==> config.mk <==
export PLATFORM = sky130hd
export DESIGN_NAME = arbitro_pop
export DESIGN_NICKNAME = d
export VERILOG_FILES = /design/src/rtl/arbitro_pop_pkg.sv /design/src/rtl/arbitro_pop_rr_prio_enc.sv /design/src/rtl/arbitro_pop.sv
export SDC_FILE = /design/constraint.sdc
export NUM_CORES = 1
export LEC_CHECK = 0
export CORE_MARGIN = 1.5
export CORE_UTILIZATION = 31
export DETAILED_ROUTE_END_ITERATION = 6
export PLACE_DENSITY = 0.8
export SKIP_LAST_GASP = 1
export SYNTH_ARGS = -nofsm -noshare
export SYNTH_HDL_FRONTEND = slang
export SYNTH_SLANG_ARGS = --single-unit
==> constraint.sdc <==
create_clock -name clk -period 5.2 [get_ports clk]
set_input_delay 1.3 -clock clk [delete_from_list [all_inputs] [get_ports clk]]
set_output_delay 1.3 -clock clk [all_outputs]
set_load 0.02 [all_outputs]
==> src/rtl/arbitro_pop_pkg.sv <==
// Shared definitions for the pop-side arbiter: FSM encodings and the
// word-format defaults common to the arbiter, the pop counter and the FIFOs.
package arbitro_pop_pkg;

   localparam int FIFO_UNITS_DEF = 4;
   localparam int INDEX_DEF      = 2;
   localparam int DATA_WIDTH_DEF = 10;

   // The destination field sits in the top INDEX bits of each word
   localparam int DEST_MSB_DEF   = DATA_WIDTH_DEF - 1;

   typedef enum logic [1:0] {
      ST_RESET  = 2'd0,
      ST_INIT   = 2'd1,
      ST_IDLE   = 2'd2,
      ST_ACTIVE = 2'd3
   } state_t;

endpackage

==> src/rtl/arbitro_pop_rr_prio_enc.sv <==
// Round-robin priority encoder: picks the first set request after ptr,
// wrapping modulo 4, and reports it as one-hot, valid flag and index.
module rr_prio_enc (
   input  logic [3:0] req,
   input  logic [1:0] ptr,
   output logic [3:0] grant,
   output logic       valid,
   output logic [1:0] idx
);

   logic [1:0] cand;

   always_comb begin
      valid = 1'b0;
      idx   = ptr;
      cand  = ptr;
      // ptr itself is searched last, so the previous winner has lowest priority
      for (int k = 1; k <= 4; k++) begin
         cand = ptr + 2'(k);
         if (!valid && req[cand]) begin
            valid = 1'b1;
            idx   = cand;
         end
      end
      grant = valid ? (4'b0001 << idx) : 4'b0000;
   end

endmodule

==> src/rtl/arbitro_pop.sv <==
// Round-robin arbiter draining 4 show-ahead input FIFOs into 4 output FIFOs,
// routing by the destination field and holding back words bound for almost-full FIFOs.
module arbitro_pop
   import arbitro_pop_pkg::*;
#(
   parameter int FIFO_UNITS = FIFO_UNITS_DEF,
   parameter int INDEX      = INDEX_DEF,
   parameter int DATA_WIDTH = DATA_WIDTH_DEF
) (
   input  logic                  clk,
   input  logic                  reset,
   input  logic [FIFO_UNITS-1:0] empty,
   input  logic [FIFO_UNITS-1:0] almost_full,
   input  logic [DATA_WIDTH-1:0] data_in_0,
   input  logic [DATA_WIDTH-1:0] data_in_1,
   input  logic [DATA_WIDTH-1:0] data_in_2,
   input  logic [DATA_WIDTH-1:0] data_in_3,
   output logic                  pop_0,
   output logic                  pop_1,
   output logic                  pop_2,
   output logic                  pop_3,
   output logic                  push_0,
   output logic                  push_1,
   output logic                  push_2,
   output logic                  push_3,
   output logic [DATA_WIDTH-1:0] data_out,
   output logic                  IDLE
);

   state_t            state;
   logic [INDEX-1:0]  ptr;
   logic [DATA_WIDTH-1:0] din [4];
   logic [INDEX-1:0]  dest [4];
   logic [3:0]        eligible;
   logic [3:0]        req;
   logic [3:0]        grant;
   logic              gvalid;
   logic [1:0]        gidx;
   logic [3:0]        push_vec;
   logic              arb_en;

   assign din[0] = data_in_0;
   assign din[1] = data_in_1;
   assign din[2] = data_in_2;
   assign din[3] = data_in_3;

   always_comb begin
      for (int i = 0; i < 4; i++) begin
         dest[i]     = din[i][DATA_WIDTH-1 -: INDEX];
         eligible[i] = !empty[i] && !almost_full[dest[i]];
      end
   end

   // Gating on state also makes the strobes fall as soon as reset forces RESET
   assign arb_en = (state == ST_IDLE) || (state == ST_ACTIVE);
   assign req    = eligible & {4{arb_en}};

   rr_prio_enc u_enc (
      .req   (req),
      .ptr   (ptr),
      .grant (grant),
      .valid (gvalid),
      .idx   (gidx)
   );

   assign push_vec = gvalid ? (4'b0001 << dest[gidx]) : 4'b0000;
   assign data_out = gvalid ? din[gidx] : '0;

   assign pop_0  = grant[0];
   assign pop_1  = grant[1];
   assign pop_2  = grant[2];
   assign pop_3  = grant[3];
   assign push_0 = push_vec[0];
   assign push_1 = push_vec[1];
   assign push_2 = push_vec[2];
   assign push_3 = push_vec[3];

   // A blocked non-empty input keeps the arbiter ACTIVE so the counter does not see IDLE
   always_ff @(posedge clk or negedge reset) begin
      if (!reset) begin
         state <= ST_RESET;
         ptr   <= '1;
         IDLE  <= 1'b0;
      end else begin
         case (state)
            ST_RESET: begin
               state <= ST_INIT;
               IDLE  <= 1'b0;
            end
            ST_INIT: begin
               state <= ST_IDLE;
               IDLE  <= 1'b1;
            end
            ST_IDLE: begin
               if (|eligible) begin
                  state <= ST_ACTIVE;
                  IDLE  <= 1'b0;
               end
            end
            ST_ACTIVE: begin
               if (!(|eligible) && (&empty)) begin
                  state <= ST_IDLE;
                  IDLE  <= 1'b1;
               end
            end
            default: begin
               state <= ST_RESET;
               IDLE  <= 1'b0;
            end
         endcase
         if (gvalid)
            ptr <= gidx;
      end
   end

endmodule
==> results.ini <==
[pwr]
finalPower_uw = 807
p_leak_uw = 0.000900
powerDensity_nw_per_um2 = 417
max-vdd-ir-drop_mv = 0.332

[placement]
dp_hpwl_mm = 2.79
dpl_cell_area_um2 = 1780
routabilityCongestion = 0.852
pre_cts_ws_ns = -0.439
io_buffers = 68

[route]
wl_per_cell_um = 15.2
antenna_left = 0
wirelength_mm = 3.53
routed_via_density = 5.67
dr.pass1.iters = 4
drt_iter0_markers = 16
drc = 0
dr_total_vias = 1320

[timing]
finalCriticalPeriod_ns = 5.14
hold_violations = 0
setup_viol = 0
tightest_slew_ns = 0.406
maxSlewViolCount = 0
skew_ns = 0.00122
rsz0062_at_grt = true
period_share = 0.988
fmax_mhz = 195
relSlewSlack = 0.729
worst_slack_ns = 0.0639

[cts]
cts-root-buf = clkbuf_4
cts_tree = done
cts_buffers = 3
clk_pin_slew_ns = 0.04
clock_latency_ns = 0.24
cts_sinks = 5
cts_max_level = 1
clockBufferDepth = 2

[final_layout]
fillCellCount = 209
syn2layout_area_growth_pct = 112
design_area_um2 = 1930
drive_above_1_share = 0.347
antennaDiodeCount = 0
fin_nets = 253

[global_route]
grt_max_degree = 14
grt-ovfl-total = 0
antenna_found_initial = 0
grt_usage = 0.211
grt_pass1_vias = 1383
grt_pass1_wl_mm = 5.58

[floorplan]
num_rows = 19
die_w_um = 57.2
core_region_area_um2 = 2780
start_util = 0.327
die_h_um = 57.2
die_area_um2 = 3270
io_pins = 69

[worst_setup_path]
critPathRequiredTime_ns = 3.90
crit_slowest_cell = mux4_2
crit_type = in -> out
worstPathCellList = clkdlybuf4s50_1, mux4_2, o22ai_2, a21oi_2, nor3_4, buf_4, buf_6, mux2i_1, o22ai_1, clkdlybuf4s15_2
cp_slowest_stage_delay_ns = 0.59
cp-end-kind = output pin
start_kind = input port
critPathArrivalTime_ns = 3.84
cp_max_fo = 13

[worst_hold_path]
hold_path_class = reg -> reg

[flow_run]
cap_viol_max_count = 0

[run_status]
status = finished clean

[yosys]
synth.distinct_cells = 36
syn_inst = 108
syn_avg_cell_area_um2 = 8.43
yosysWarnings = 0
synth-seq-cells = 5
synth_area_um2 = 911
synth_nets = 158
ys_seq_area_frac = 0.140

area by class of cell:
type | count | area, µm² | area share
Clock buffer | 4 | 26.3 | 0.0136
Sequential cell | 5 | 128 | 0.0660
Timing Repair Buffer | 95 | 866 | 0.448
Inverter | 9 | 33.8 | 0.0175
Multi-Input combinational cell | 89 | 841 | 0.435
Tap cell | 31 | 38.8 | 0.0201
per-layer routing:
metal  track usage  vias to the layer above  routed length (µm)
met5             0                        -                   0
met4        0.0963                        0                 103
met3        0.0522                       12                 267
met2         0.414                       61                1890
met1         0.203                      621                1270
li1              -                      626                   -
placed cells by master, fill, tap and decap left out, types with 2 or more instances in the layout:
cell type	n
inv_1	9
o22ai_2	3
or3_4	2
clkdlybuf4s50_1	43
o31a_1	2
mux4_2	5
dfrtp_1	3
dlygate4sd2_1	5
clkdlybuf4s15_2	4
a211o_1	2
dlymetal6s2s_1	7
nor2_1	7
o311a_1	2
o21ai_0	2
buf_4	29
nor3_1	3
buf_2	4
o21bai_1	2
o22ai_1	8
clkbuf_4	3
dfstp_2	2
nand2_1	4
a31oi_1	4
mux2i_1	15
clkbuf_2	2
registers in the layout, summed over array words and instances (netlist names):
name and flops:
IDLE 1, ptr 2, state 2
kinds of logic after synthesis:
kind of cell	share of synthesized area
buffers and inverters	0.0604
and+or+nand+nor	0.162
DFF	0.140
muxes	0.299
AOI/OAI and AO/OA	0.338
final timing paths:
check / from / endpoint / depth (start not counted) / slack (ns)
setup reg to reg: ptr[1] / ptr[0] / 7 / 3.37
max in group asynchronous: reset / ptr[0] / 1 / 3.67
setup / recovery: data_in_2[8] / data_out[6] / 10 / 0.06
hold / removal: state[0] / state[0] / 1 / 0.52
min in group asynchronous: reset / state[0] / 1 / 1.28
hold reg to reg: state[0] / state[0] / 1 / 0.52
stage by stage:
stage | TNS (ns) | utilization | hold slack, ns | instances
3_5_place_dp | -5.98 | 0.641 | 0.509 | 225
3_3_place_gp | -5.34 | 0.641 | 0.476 | 225
6_report | 0 | 0.695 | 0.517 | 233
2_1_floorplan | 0 | - | 0.469 | 108
5_1_grt | -0.0617 | 0.695 | 0.533 | 233
4_1_cts | -0.485 | 0.674 | 0.517 | 231
repair_timing:
item	in CTS	in global routing
resized for setup	56	29
hold buffers	0	0
pin swaps	6	4
buffers inserted	2	2
setup endpoints to repair	18	17
where the power goes:
part,internal (µW),switching [µW]
registers,60.7,18.4
logic,328,356
clock network,28.9,14.8
total,417,389
critical path: cells and delay by family:
kind	cells	cell delay (ns)
buffers and inverters	4	1.11
multiplexers	2	0.79
AO/OA/AOI/OAI	3	0.38
AND/OR/NAND/NOR	1	0.24
cells in the mapped netlist:
master | instances | area, µm²
o32ai_4 | 1 | 27.5
o211ai_1 | 1 | 7.51
a21oi_1 | 2 | 10.0
o311a_1 | 2 | 20.0
nor4_1 | 2 | 12.5
nand2_1 | 4 | 15.0
a2111o_1 | 1 | 11.3
o2111ai_1 | 1 | 8.76
buf_2 | 2 | 10.0
a31oi_1 | 5 | 31.3
or2_1 | 1 | 6.26
nand3_1 | 1 | 5.00
mux2i_1 | 16 | 160
nor3b_1 | 1 | 7.51
nand4_1 | 1 | 6.26
o32a_1 | 1 | 10.0
o31a_1 | 2 | 17.5
a21boi_1 | 1 | 7.51
clkbuf_1 | 3 | 11.3
o21bai_1 | 2 | 15.0
inv_1 | 9 | 33.8
o2111a_1 | 1 | 11.3
mux4_2 | 5 | 113
nor3_1 | 4 | 20.0
dfstp_2 | 2 | 52.6
dfrtp_1 | 3 | 75.1
o2bb2a_1 | 1 | 10.0
nor2_1 | 9 | 33.8
a211o_1 | 2 | 17.5
or3_1 | 2 | 12.5
or2_2 | 1 | 6.26
a21o_1 | 1 | 7.51
o21ai_0 | 4 | 20.0
nor3_4 | 1 | 16.3
nor2b_1 | 1 | 6.26
o22ai_1 | 12 | 75.1
Power figures use the tool's default switching activity.
==> edit 1: new RTL, config.mk and constraints unchanged <==
The package constant `FIFO_UNITS_DEF` goes from 4 to 2.
--- a/src/rtl/arbitro_pop_pkg.sv
+++ b/src/rtl/arbitro_pop_pkg.sv
@@ -3,5 +3,5 @@
 package arbitro_pop_pkg;
 
-   localparam int FIFO_UNITS_DEF = 4;
+   localparam int FIFO_UNITS_DEF = 2;
    localparam int INDEX_DEF      = 2;
    localparam int DATA_WIDTH_DEF = 10;
Ports: changed (resized almost_full and empty); port bits go from 69 to 65. No check against the original RTL was run, so the function may have changed too.
==> edit 1 against the original RTL <==
- setup slack better by 0.10 ns
- count of clock-buffer cells in the layout stayed put
- final cell count decreased by 35%
- sequential cell count stayed put
- area after synthesis shrank 31%
- design area down 41%
- wire length down 44%
- total power is 71% lower
- critical path type unchanged
- highest routed layer unchanged
==> edit 1: results (changes against the original RTL) <==
* Dpl hpwl at 1.59 mm (-43%)
* Worst-path fanout max at 8 (-5)
* GR Layer Usage met1 at 17.4% (-2.8 points)
* Met2 Usage GRT at 23.5% (-18 points)
* Nets at 171 (-32%)
* Buffer count from post-CTS setup fixing at 0 (-2)
* Critical Path Max Stage Delay at 0.64 ns (+0.05 ns)
* WL met3 at 125 um (-53%)
* Vias post-DR at 778 (-41%)
* Top post-synthesis cells by count: a22o_1 (8), inv_1 (5), nor2_1 (5), nor3_1 (5)
* Min-delay src: state[0]
* Routed wl met2 at 978 um (-48%)
* Clock buffer depth at 2 (unchanged)
* Worst r2r src: state[1]
* Vias in the first global route at 633 (-54%)
* Fillers at 184 (-12%)
* Post-CTS Resized at 0 (-100%)
* Overall Global Routing Usage at 14.5% (-6.6 points)
* Port buffer count at 45 (-34%)
* CP Data Arrival Time at 3.73 ns (-0.11 ns)
* Post-synthesis cell type count at 37 (+2.8%)
* Compound-gate portion of the synthesized area at 37.6% (+3.9 points)
* Seq/Total Area, Yosys at 20.3% (+6.3 points)
* Worst Skew at 0.00457 ns (+0.00335 ns)
* Clk root buf: clkbuf_4
* Largest net degree at the start of global routing at 12 (-2)
* Worst reg-to-reg setup slack at 4.01 ns (+0.64 ns)
* Status: finished, final reports clean
* Routability cong. at 0.848 (-0.46%)
* Peak supply drop at 0.178 mV (-46%)
* Layout cells sized above 1 at 11.3% (-23 points)
* Top cells by area, synth: dfrtp_1 (12%), a22o_1 (11%), dfstp_2 (8.4%)
* Synth warnings at 0 (unchanged)
* First-pass GRT wire length at 2.39 mm (-57%)
* WL met1 at 862 um (-32%)
* Async SR Flop Fraction at 100% (unchanged)
* Critical Path End: push_1
* CP startpoint: data_in_0[8]
* CP max stage cell: clkdlybuf4s50_1
* Worst r2r dst: ptr[1]
* DRT iter0 DRCs at 20 (+4)
* Xor/xnor share of the synthesized area at 0% (unchanged)
* Reg2Reg Depth at 3 (-4)
* Slew @ Worst Pin at 0.537 ns (+0.131 ns)
* Cell family with most CP delay: buffers and inverters
* H-tree depth at 1 (unchanged)
* Cell count of the worst hold path at 2 (+1)
* Num CTS Buffers at 3 (unchanged)
* Routed WL per cell at 13.1 um (-14%)
* Mux cell area share after synthesis at 10.6% (-19 points)
* Adder-Cell Fraction of Synth Area at 0% (unchanged)
* Lkg Pwr at 0.445 nW (-51%)
* Met3 Usage GRT at 2.64% (-2.6 points)
edit 1: power by group:
group          total, mW  switching [mW]  internal [mW]
registers         0.0548         0.00638         0.0484
logic              0.133          0.0645         0.0688
clock network     0.0457          0.0166         0.0291
edit 1: final cells by class:
type                    count  area [um^2]  share of cell area (%)
repair buffers             47          465                    41.1
multi-input cells          63          462                    40.7
flip-flops and latches      5          128                    11.3
well taps                  27         33.8                    2.98
clock buffers               4         26.3                    2.32
inverters                   5         18.8                    1.66
edit 1: through the flow:
stage | instances | utilization, % | hold WS (ns) | area (um^2) | setup WS [ns]
CTS | 151 | 58.4 | 0.479 | 1130 | 0.174
detailed placement | 147 | 57.0 | 0.468 | 1110 | 0.176
global placement | 147 | 57.0 | 0.464 | 1110 | 0.191
global route | 151 | 58.4 | 0.523 | 1130 | 0.0197
finish | 151 | 58.4 | 0.485 | 1130 | 0.167
floorplan | 77 | - | 0.447 | 632 | 1.18
==> edit 2: new RTL, config.mk and constraints unchanged <==
Without the edit above. Re-encode `state_t` (4 states) as one-hot, 4 bits wide.
--- a/src/rtl/arbitro_pop_pkg.sv
+++ b/src/rtl/arbitro_pop_pkg.sv
@@ -10,9 +10,9 @@
    localparam int DEST_MSB_DEF   = DATA_WIDTH_DEF - 1;
 
-   typedef enum logic [1:0] {
-      ST_RESET  = 2'd0,
-      ST_INIT   = 2'd1,
-      ST_IDLE   = 2'd2,
-      ST_ACTIVE = 2'd3
+   typedef enum logic [3:0] {
+      ST_RESET  = 4'b0001,
+      ST_INIT   = 4'b0010,
+      ST_IDLE   = 4'b0100,
+      ST_ACTIVE = 4'b1000
    } state_t;
 
Formal check against the unedited RTL: no difference found for any inputs over 10 cycles, from zero or initial values and one cycle with reset low; not proved beyond that.
==> edit 2 against the original RTL <==
- total power is 5.8% higher
- setup slack better by 0.0025 ns
- register-to-register slack got worse by 0.50 ns
- critical path type unchanged
- design area grew 26%
- area after synthesis increased by 56%
- sequential cell count is 2 higher
- wire length rose by 51%
- global-route usage down 1.4 points
==> edit 2: results (changes against the original RTL) <==
* Net Count, Synth at 257 (+63%)
* Worst Skew at 0.00206 ns (+0.000843 ns)
* Lkg Pwr at 1.03 nW (+15%)
* Largest registers: state (4), ptr (2), IDLE (1)
* DRT iter0 DRCs at 155 (+139)
* First-pass GRT wire length at 8.34 mm (+50%)
* Placement Setup Slack at -0.364 ns (+0.0748 ns)
* Fillers at 421 (+100%)
* Clk_lat worst skew at 0.22 ns (-0.02 ns)
* Mapped Cells at 207 (+92%)
* Worst reg-to-reg setup slack at 2.87 ns (-0.50 ns)
* Critical Path End: push_3
* Seq/Total Area, Yosys at 12.6% (-1.4 points)
* Largest net degree at the start of global routing at 22 (+8)
* CP startpoint: almost_full[3]
* Avg Vias per Cell at 5.95 (+4.9%)
* Placed Cells incl. Taps at 340 (+51%)
* Nets at 346 (+37%)
* Peak supply drop at 0.165 mV (-50%)
* Post-synthesis cell type count at 47 (+31%)
* Vias in the first global route at 1,872 (+35%)
* Clk root buf: clkbuf_8
* Status: finished, final reports clean
* Top post-synthesis cells by count: inv_1 (26), a211oi_1 (22), nand4_1 (20)
* Drt first pass iters at 5 (+1)
* Routed WL per cell at 15.4 um (+1.2%)
* Overall Global Routing Usage at 19.7% (-1.4 points)
* Routability cong. at 0.874 (+2.6%)
* Dpl hpwl at 3.87 mm (+39%)
==> edit 2: kinds of logic (layout without fill, tap and decap cells) <==
logic type,after synthesis,in the layout,share of synthesized area [%]
compound gates,84,84,42.6
xor+xnor,1,1,0.617
buf+inv,48,136,13.7
flops,7,7,12.6
mux,8,8,6.52
simple gates,59,59,24.0
==> edit 2: routing by layer <==
metal,routed length (um),track usage (%),vias to the layer above
met5,0,0,-
met2,2560,34.1,126
met4,70,5.03,0
met3,489,2.85,10
li1,-,-,991
met1,2210,25.6,936
==> edit 2: stage by stage <==
stage / utilization [%] / instance area, um^2 / TNS (ns)
finish: 55.7 / 2440 / 0
CTS: 54.1 / 2370 / -0.125
global placement: 54.0 / 2370 / -4.65
detailed placement: 54.0 / 2370 / -5.37
floorplan: - / 1420 / 0
global route: 55.7 / 2440 / -0.0875
==> edit 2: repair_timing <==
item / in CTS / in global routing
buffers inserted: 0 / 2
setup endpoints to repair: 18 / 18
cloned: 0 / 1
gates resized for setup: 61 / 17
pin swaps: 0 / 3
hold buffers: 0 / 0
==> edit 2: worst min-delay path by stage <==
stage / start / endpoint / slack, ns / cells past startpoint
floorplan: state[0] / IDLE / 0.50 / 1
global placement: state[0] / IDLE / 0.52 / 1
detailed placement: state[0] / IDLE / 0.54 / 1
CTS: state[0] / IDLE / 0.54 / 1
global route: state[0] / IDLE / 0.57 / 1
finish: state[0] / IDLE / 0.53 / 1
==> edit 2: layout make-up <==
type | instances | share of cell area [%]
flip-flops and latches | 7 | 7.33
multi-input cells | 152 | 44.4
repair buffers | 105 | 39.5
inverters | 27 | 4.25
well taps | 52 | 2.66
clock buffers | 4 | 1.84
==> edit 2: report_power, final <==
part	leakage [nW]	total, mW	switching (mW)	internal (mW)
registers	0.0848	0.144	0.0556	0.0886
logic	0.926	0.636	0.328	0.308
clock network	0.0228	0.0726	0.0199	0.0527
total	1.03	0.853	0.403	0.450
==> edit 2: worst max-delay path, stage by stage <==
cell,delay (ns)
clkdlybuf4s50_1,0.42
mux4_2,0.53
or3_4,0.36
o2111a_2,0.24
a21oi_4,0.27
buf_12,0.16
a31oi_1,0.10
o22ai_1,0.17
clkdlybuf4s15_2,0.28
